===== src/rtl/escalonador_quantum.sv =====
// Quantum-based preemption scheduler: counts user-mode instruction cycles and traps to the kernel on expiry or halt.
// Optional build macro INT_STATS_EN adds a saturating clock-interrupt counter on ContagemInterrupcoes.
module escalonador_quantum #(
  parameter int                  PC_WIDTH      = 11,
  parameter int                  QUANTUM_WIDTH = 16,
  parameter logic [PC_WIDTH-1:0] KERNEL_LIMIT  = PC_WIDTH'(64)
) (
  input  logic                     Clock,
  input  logic                     Reset,
  input  logic                     Halt,
  input  logic                     SetClock,
  input  logic [QUANTUM_WIDTH-1:0] TempoQuantum,
  input  logic                     GetInterruption,
  input  logic [PC_WIDTH-1:0]      PCAtual,
  input  logic [PC_WIDTH-1:0]      PCProximo,
  output logic                     IntClk,
  output logic                     IntHalt,
  output logic [31:0]              QualInterrupcao,
  output logic [PC_WIDTH-1:0]      BufferPC,
  output logic                     Ativo,
  output logic [15:0]              ContagemInterrupcoes
);

  typedef enum logic [1:0] {
    ST_IDLE = 2'd0,
    ST_RUN  = 2'd1,
    ST_PEND = 2'd2
  } state_t;

  typedef enum logic [1:0] {
    CAUSE_NONE  = 2'd0,
    CAUSE_CLOCK = 2'd1,
    CAUSE_HALT  = 2'd2
  } cause_t;

  state_t                  state, state_next;
  cause_t                  cause, cause_next;
  logic [QUANTUM_WIDTH-1:0] q, q_next;
  logic [QUANTUM_WIDTH-1:0] c, c_next;
  logic [PC_WIDTH-1:0]     buffer_pc, buffer_pc_next;
  logic                    int_clk, int_halt;
  logic                    user_code;

  assign user_code = (PCAtual >= KERNEL_LIMIT);

  // Priority inside IDLE/RUN: Halt, then SetClock, then quantum expiry.
  // SetClock always refreshes Q, so a same-cycle Halt or acknowledge reloads C from the new quantum.
  always_comb begin
    // NOTE: every signal gets its hold value first so no branch can infer a latch.
    state_next     = state;
    cause_next     = cause;
    q_next         = SetClock ? TempoQuantum : q;
    c_next         = c;
    buffer_pc_next = buffer_pc;
    int_clk        = 1'b0;
    int_halt       = 1'b0;

    unique case (state)
      ST_IDLE, ST_RUN: begin
        if (Halt) begin
          int_halt   = 1'b1;
          cause_next = CAUSE_HALT;
          c_next     = q_next;
          state_next = ST_PEND;
        end else if (SetClock) begin
          if (TempoQuantum != '0) begin
            c_next     = TempoQuantum;
            state_next = ST_RUN;
          end else begin
            state_next = ST_IDLE;
          end
        end else if (state == ST_RUN && user_code) begin
          if (c == QUANTUM_WIDTH'(1)) begin
            int_clk        = 1'b1;
            buffer_pc_next = PCProximo;
            cause_next     = CAUSE_CLOCK;
            c_next         = q;
            state_next     = ST_PEND;
          end else if (c > QUANTUM_WIDTH'(1)) begin
            c_next = c - QUANTUM_WIDTH'(1);
          end
        end
      end
      ST_PEND: begin
        // Counter stays frozen while the kernel services the trap.
        if (Halt) begin
          int_halt   = 1'b1;
          cause_next = CAUSE_HALT;
        end else if (GetInterruption) begin
          cause_next = CAUSE_NONE;
          c_next     = q_next;
          state_next = (q_next != '0) ? ST_RUN : ST_IDLE;
        end
      end
      default: state_next = ST_IDLE;
    endcase
  end

  always_ff @(posedge Clock or negedge Reset) begin
    // NOTE: sequential state uses non-blocking assignments so all registers update from pre-edge values.
    if (!Reset) begin
      state     <= ST_IDLE;
      cause     <= CAUSE_NONE;
      q         <= '0;
      c         <= '0;
      buffer_pc <= '0;
    end else begin
      state     <= state_next;
      cause     <= cause_next;
      q         <= q_next;
      c         <= c_next;
      buffer_pc <= buffer_pc_next;
    end
  end

  // Pulses are combinational; gating with Reset keeps them low while reset is held.
  assign IntClk          = int_clk & Reset;
  assign IntHalt         = int_halt & Reset;
  assign QualInterrupcao = {30'd0, cause};
  assign BufferPC        = buffer_pc;
  assign Ativo           = (state == ST_RUN);

`ifdef INT_STATS_EN
  logic [15:0] int_count;

  always_ff @(posedge Clock or negedge Reset) begin
    if (!Reset) begin
      int_count <= '0;
    end else if (int_clk && int_count != 16'hFFFF) begin
      int_count <= int_count + 16'd1;
    end
  end

  assign ContagemInterrupcoes = int_count;
`else
  assign ContagemInterrupcoes = '0;
`endif

endmodule


===== config.mk =====
export PLATFORM = sky130hd
export DESIGN_NAME = escalonador_quantum
export DESIGN_NICKNAME = d
export VERILOG_FILES = /design/src/rtl/escalonador_quantum.sv
export SDC_FILE = /design/constraint.sdc
export NUM_CORES = 1
export LEC_CHECK = 0
export ABC_AREA = 1
export CORE_ASPECT_RATIO = 0.8
export CORE_MARGIN = 5
export CORE_UTILIZATION = 48
export DETAILED_ROUTE_END_ITERATION = 8
export PLACE_DENSITY_LB_ADDON = 0.3
export REMOVE_ABC_BUFFERS = 1
export SLEW_MARGIN = 40
export SYNTH_ARGS = -nofsm -noshare
export SYNTH_HDL_FRONTEND = slang
export SYNTH_SLANG_ARGS = --single-unit

===== constraint.sdc =====
create_clock -name Clock -period 2 [get_ports Clock]
set_input_delay 0.3 -clock Clock [delete_from_list [all_inputs] [get_ports Clock]]
set_output_delay 0.3 -clock Clock [all_outputs]
set_load 0.01 [all_outputs]

== Word level (Yosys, flattened, before mapping) ==
Cells that the tools add are included.

* Bits of input ports: 43
* Register bits: 47
* Word-level logic and storage cells: 69
* Output and inout bits: 62

* Equality and inequality tests: 13
* Multiplexer cells: 33
* Reductions and logical operators: 11
* Bitwise logic cells: 4
* Order comparisons: 2
* Add/subtract/negate cells: 1

{| class="wikitable"
|+ Operators with widths
! kind !! count
|-
| $mux 16 || 9
|-
| $pmux 16 s2 || 1
|-
| $reduce_bool 16->1 || 2
|-
| $mux 2 || 12
|-
| $eq 16x1->1 const B || 1
|-
| $gt 16x1->1 const B || 1
|-
| $sub 16x1->16 const B || 1
|-
| $ne 3x3->1 const B || 4
|-
| $ne 4x4->1 const B || 3
|-
| $ge 11x7->1 const B || 1
|-
| $reduce_and 5->1 || 2
|-
| $mux 1 || 9
|-
| $pmux 2 s2 || 2
|-
| $reduce_and 6->1 || 1
|-
| $ne 5x5->1 const B || 1
|-
| $ne 2x2->1 const B || 2
|-
| $reduce_and 4->1 || 1
|-
| $reduce_or 3->1 || 1
|-
| $and 1x1->1 || 2
|-
| $eq 2x1->1 const B || 1
|-
| $eq 2x2->1 const B || 1
|-
| $logic_not 2->1 || 1
|-
| $not 1->1 || 2
|-
| $reduce_bool 2->1 || 1
|-
| 2 further kinds || 2
|}

== Depth between registers and ports, before layout ==
* Depth in word-level cells: 7
* Mapped depth: 12
* Depth with buffers taken out: 11

== Worst setup path after synthesis ==
OpenSTA, ideal clock, no wires.

* Path kind: register -> register
* Start: reg c[0]
* End: reg c[15]
* Path slack: 0.433 ns
* Setup time: 0.117 ns
* Arrival: 1.449 ns
* Data required time: 1.883 ns
* Clock period less this slack: 1.567 ns
* Cell stages (with the launch flop): 11
* Buffers on the path: 1
* Cell sequence: dfrtp_1 inv_1 ha_1 nand2_2 nor2_4 nand2_1 nor2_1 nor2_4 buf_6 nand3_1 nand2_1

* Word-level cells in the longest chain between the ends: 7
* Elaborated cells on any way between the ends: 11
* Classes of those cells: add/sub: 1; order compare: 1; eq/ne: 2; mux: 6; reduce/logical: 1

{| class="wikitable"
|+ RTL lines
! what !! line !! source
|-
| from (decl) || 39 || <nowiki>logic [QUANTUM_WIDTH-1:0] c, c_next;</nowiki>
|-
| from (signal assigned) || 111 || <nowiki>c <= c_next;</nowiki>
|-
| $sub 16x1->16 || 80 || <nowiki>c_next = c - QUANTUM_WIDTH'(1);</nowiki>
|-
| $mux 16 || 79 || <nowiki>end else if (c > QUANTUM_WIDTH'(1)) begin</nowiki>
|-
| $mux 16 || 73 || <nowiki>if (c == QUANTUM_WIDTH'(1)) begin</nowiki>
|-
| $mux 16 || 72 || <nowiki>end else if (state == ST_RUN && user_code) begin</nowiki>
|-
| $mux 16 || 65 || <nowiki>end else if (SetClock) begin</nowiki>
|-
| $mux 16 || 60 || <nowiki>if (Halt) begin</nowiki>
|-
| $pmux 16 s2 || 58 || <nowiki>unique case (state)</nowiki>
|}

Parallel ways exist; a longest one is shown, timed or not. The select of a mux whose other input is x is not followed.
A chain may end at the register's enable or synchronous reset.

== Worst setup path after layout ==
* Start: reg state[0]
* End: out IntHalt

* Word-level cells in the longest chain between the ends: 4
* Elaborated cells on any way between the ends: 6
* Classes of those cells: eq/ne: 2; mux: 1; bitwise: 1; reduce/logical: 2

{| class="wikitable"
|+ RTL lines
! what !! line !! source
|-
| from (decl) || 36 || <nowiki>state_t state, state_next;</nowiki>
|-
| from (signal assigned) || 108 || <nowiki>state <= state_next;</nowiki>
|-
| $eq 2x1->1 (tied with other cells) || 58 ||
|-
| $reduce_or 3->1 (no source line) (*) || n/a ||
|-
| $mux 1 (*) || n/a ||
|-
| $and 1x1->1 (*) || 118 || <nowiki>assign IntHalt = int_halt & Reset;</nowiki>
|-
| to (decl) || 17 || <nowiki>output logic IntHalt,</nowiki>
|}

Every way passes the cells marked *; elsewhere a longest branch is shown, timed or not.

==> impl_metrics.toml <==
[yosys]
yosys.area.top_type = "dfrtp_1"
synth_edf_count = 0
synthArstFlopShare_pct = 100
yosysUniqueCellTypes = 24
ys_seq_area_share_pct = 34.5
ys_warn_count = 0
synthTopCellsByArea = "dfrtp_1, nand2_1, buf_4, inv_1, nor2_1"
synth-seq-cells = 47
netlist.area_leader.share_pct = 34.5
netlist_area_um2 = 3400
synth_ff_type = "dfrtp_1"
syn_inst = 513
synth.avg_cell_area_um2 = 6.64

[setup_path]
path_class = "reg2out"
start_kind = "flip-flop"
cp_max_fo = 4
worstPathRequired_ps = 1700
cp-end-kind = "output port"
worstPathArrival_ps = 1580

[clock_tree]
cts_setup_buffers = 0
clockRootBuffer = "clkbuf_8"
cts_tree = "done"
cts_buffer_depth = 2
htreeDepth = 2
clk_pin_slew_worst_paths_ps = 110
cts-buffers-inserted = 5
clk_latency_ps = 320
cts.sinks = 47

[routing]
first_pass_iters = 6
vias = 3310
drc = 0
wirelength_mm = 8.53
avgViaCountPerCell = 4.73
post_drt_wl_per_cell_um = 12.2
postRouteAntennaNets = 0
drt_iter0_drc = 130

[pwr]
power_density_nw_per_um2 = 1050
peakVddDrop_mv = 0.493
p_leak_uw = 0.00227

[timing]
fin_ws_ps = 115
max_freq_mhz = 531
maxSlewViolCount = 0
finClkSkew_ps = 12.7
timing.hold.ws_ps = 74.0
fin_crit_ps = 1880
fin_crit_sh_pct = 94.2
setup-violations-final = 0
max_slew_margin_pct = 58.7
rsz0062_at_grt = "false"
tightest_slew_ps = 620
hold_viol = 0

[placed_design]
port_buffers = 52
hpwlAfterDp_mm = 6.49
dp_worst_setup_slack_ps = -61.2
gp_congestion = 0.883

[floorplanning]
die_h_um = 85.3
pin_count = 105
core_um2 = 6890
die_x_um = 104
initial_utilization_pct = 49.4
dieArea_um2 = 8890
std_cell_rows = 27

[min_path]
hp-class = "in2async"

[job]
drv_cap = 0

[grt]
grt-ovfl-total = 0
grt_pass1_wl_mm = 14.2
grt_max_degree = 48
antenna_found_initial = 0
grt_use_total_pct = 19.0
grt_pass1_vias = 3111

[outcome]
outcome = "finished, final reports clean"

[finish]
nNetsFinal = 657
final_cell_mix = "nand2_1, buf_4, inv_1, clkdlybuf4s50_1"
area_growth_pct = 25.6
fillers = 645
final_common_cell = "nand2_1"
layout-drive-gt1-share_pct = 17.3
diodes = 0
## where the power goes
group / internal, uW / switching (uW)
Combinational: 993 / 1450
Clock: 265 / 394
Sequential: 1190 / 191
## what timing repair did
item                                    in CTS  in global routing
hold buffers                                 0                  0
pin swaps                                    0                  1
resized for setup                            4                  9
endpoints found under the setup margin       1                 18
## cell usage after synthesis (5+ instances only)
cell type and instances:
nor2_2 9, inv_1 53, nand4_1 5, nand3_1 35, nand2_2 7, o21ai_1 12
buf_4 48, buf_2 6, nand2_1 168, nor2_4 5, inv_2 8, dfrtp_1 47
nor2_1 47, a21oi_1 19, o21ai_0 27
## critical path, stage by stage (launching register included)
cell and delay [ps]:
dfrtp_2 470, nand2_1 100, nand2_1 70, nor2_1 90, clkdlybuf4s50_1 540
## cell type report
| type | count | area [um^2] | share of cell area (%) |
|---|---|---|---|
| Tap cell | 87 | 109 | 2.55 |
| Clock inverter | 3 | 28.8 | 0.673 |
| Multi-Input combinational cell | 389 | 1740 | 40.6 |
| Sequential cell | 47 | 1180 | 27.5 |
| Timing Repair Buffer | 106 | 920 | 21.5 |
| Inverter | 63 | 236 | 5.53 |
| Clock buffer | 5 | 68.8 | 1.61 |
## metal layers
metal | vias up | wire, um | track usage [%]
met4 | 0 | 94 | 5.06
met3 | 12 | 684 | 4.33
met1 | 1505 | 3630 | 24.2
met5 | - | 0 | 0
met2 | 104 | 4130 | 32.7
li1 | 1689 | - | -
## per-stage QoR
stage                     utilization, %  instances  power [uW]  TNS (ps)  instance area, um^2
after global placement              60.4        692        3700     -66.1                 4160
final                               62.0        700        4490         0                 4280
after global routing                62.0        700        4880         0                 4280
after floorplan                        -        499        2830         0                 3130
after CTS                           61.8        700        4450         0                 4260
after detailed placement            60.4        692        3770      -132                 4160
## flip-flops by register name, summed over array words and instances, names as in the netlist
register and cells:
q 16, BufferPC 11, cause 2, c 16
state 2
## path summary, 6_finish.rpt
path,startpoint,endpoint,cells past startpoint,slack (ps)
setup / recovery,state[0],IntHalt,4,120
hold / removal,Reset,state[1],2,70
setup reg to reg,c[0],c[7],11,180
hold reg to reg,cause[1],cause[1],2,500
max in group asynchronous,Reset,state[0],2,1490
min in group Clock,cause[1],cause[1],2,500
## logic make-up after synthesis
| group | count (synthesis) | share of synthesized area, % |
|---|---|---|
| fa+ha+maj | 2 | 0.735 |
| buf+inv | 122 | 19.9 |
| compound gates | 58 | 8.53 |
| simple gates | 282 | 35.9 |
| flops | 47 | 34.5 |
| other cells | 1 | 0.110 |
| xor+xnor | 1 | 0.257 |
Power figures use the tool's default switching activity.
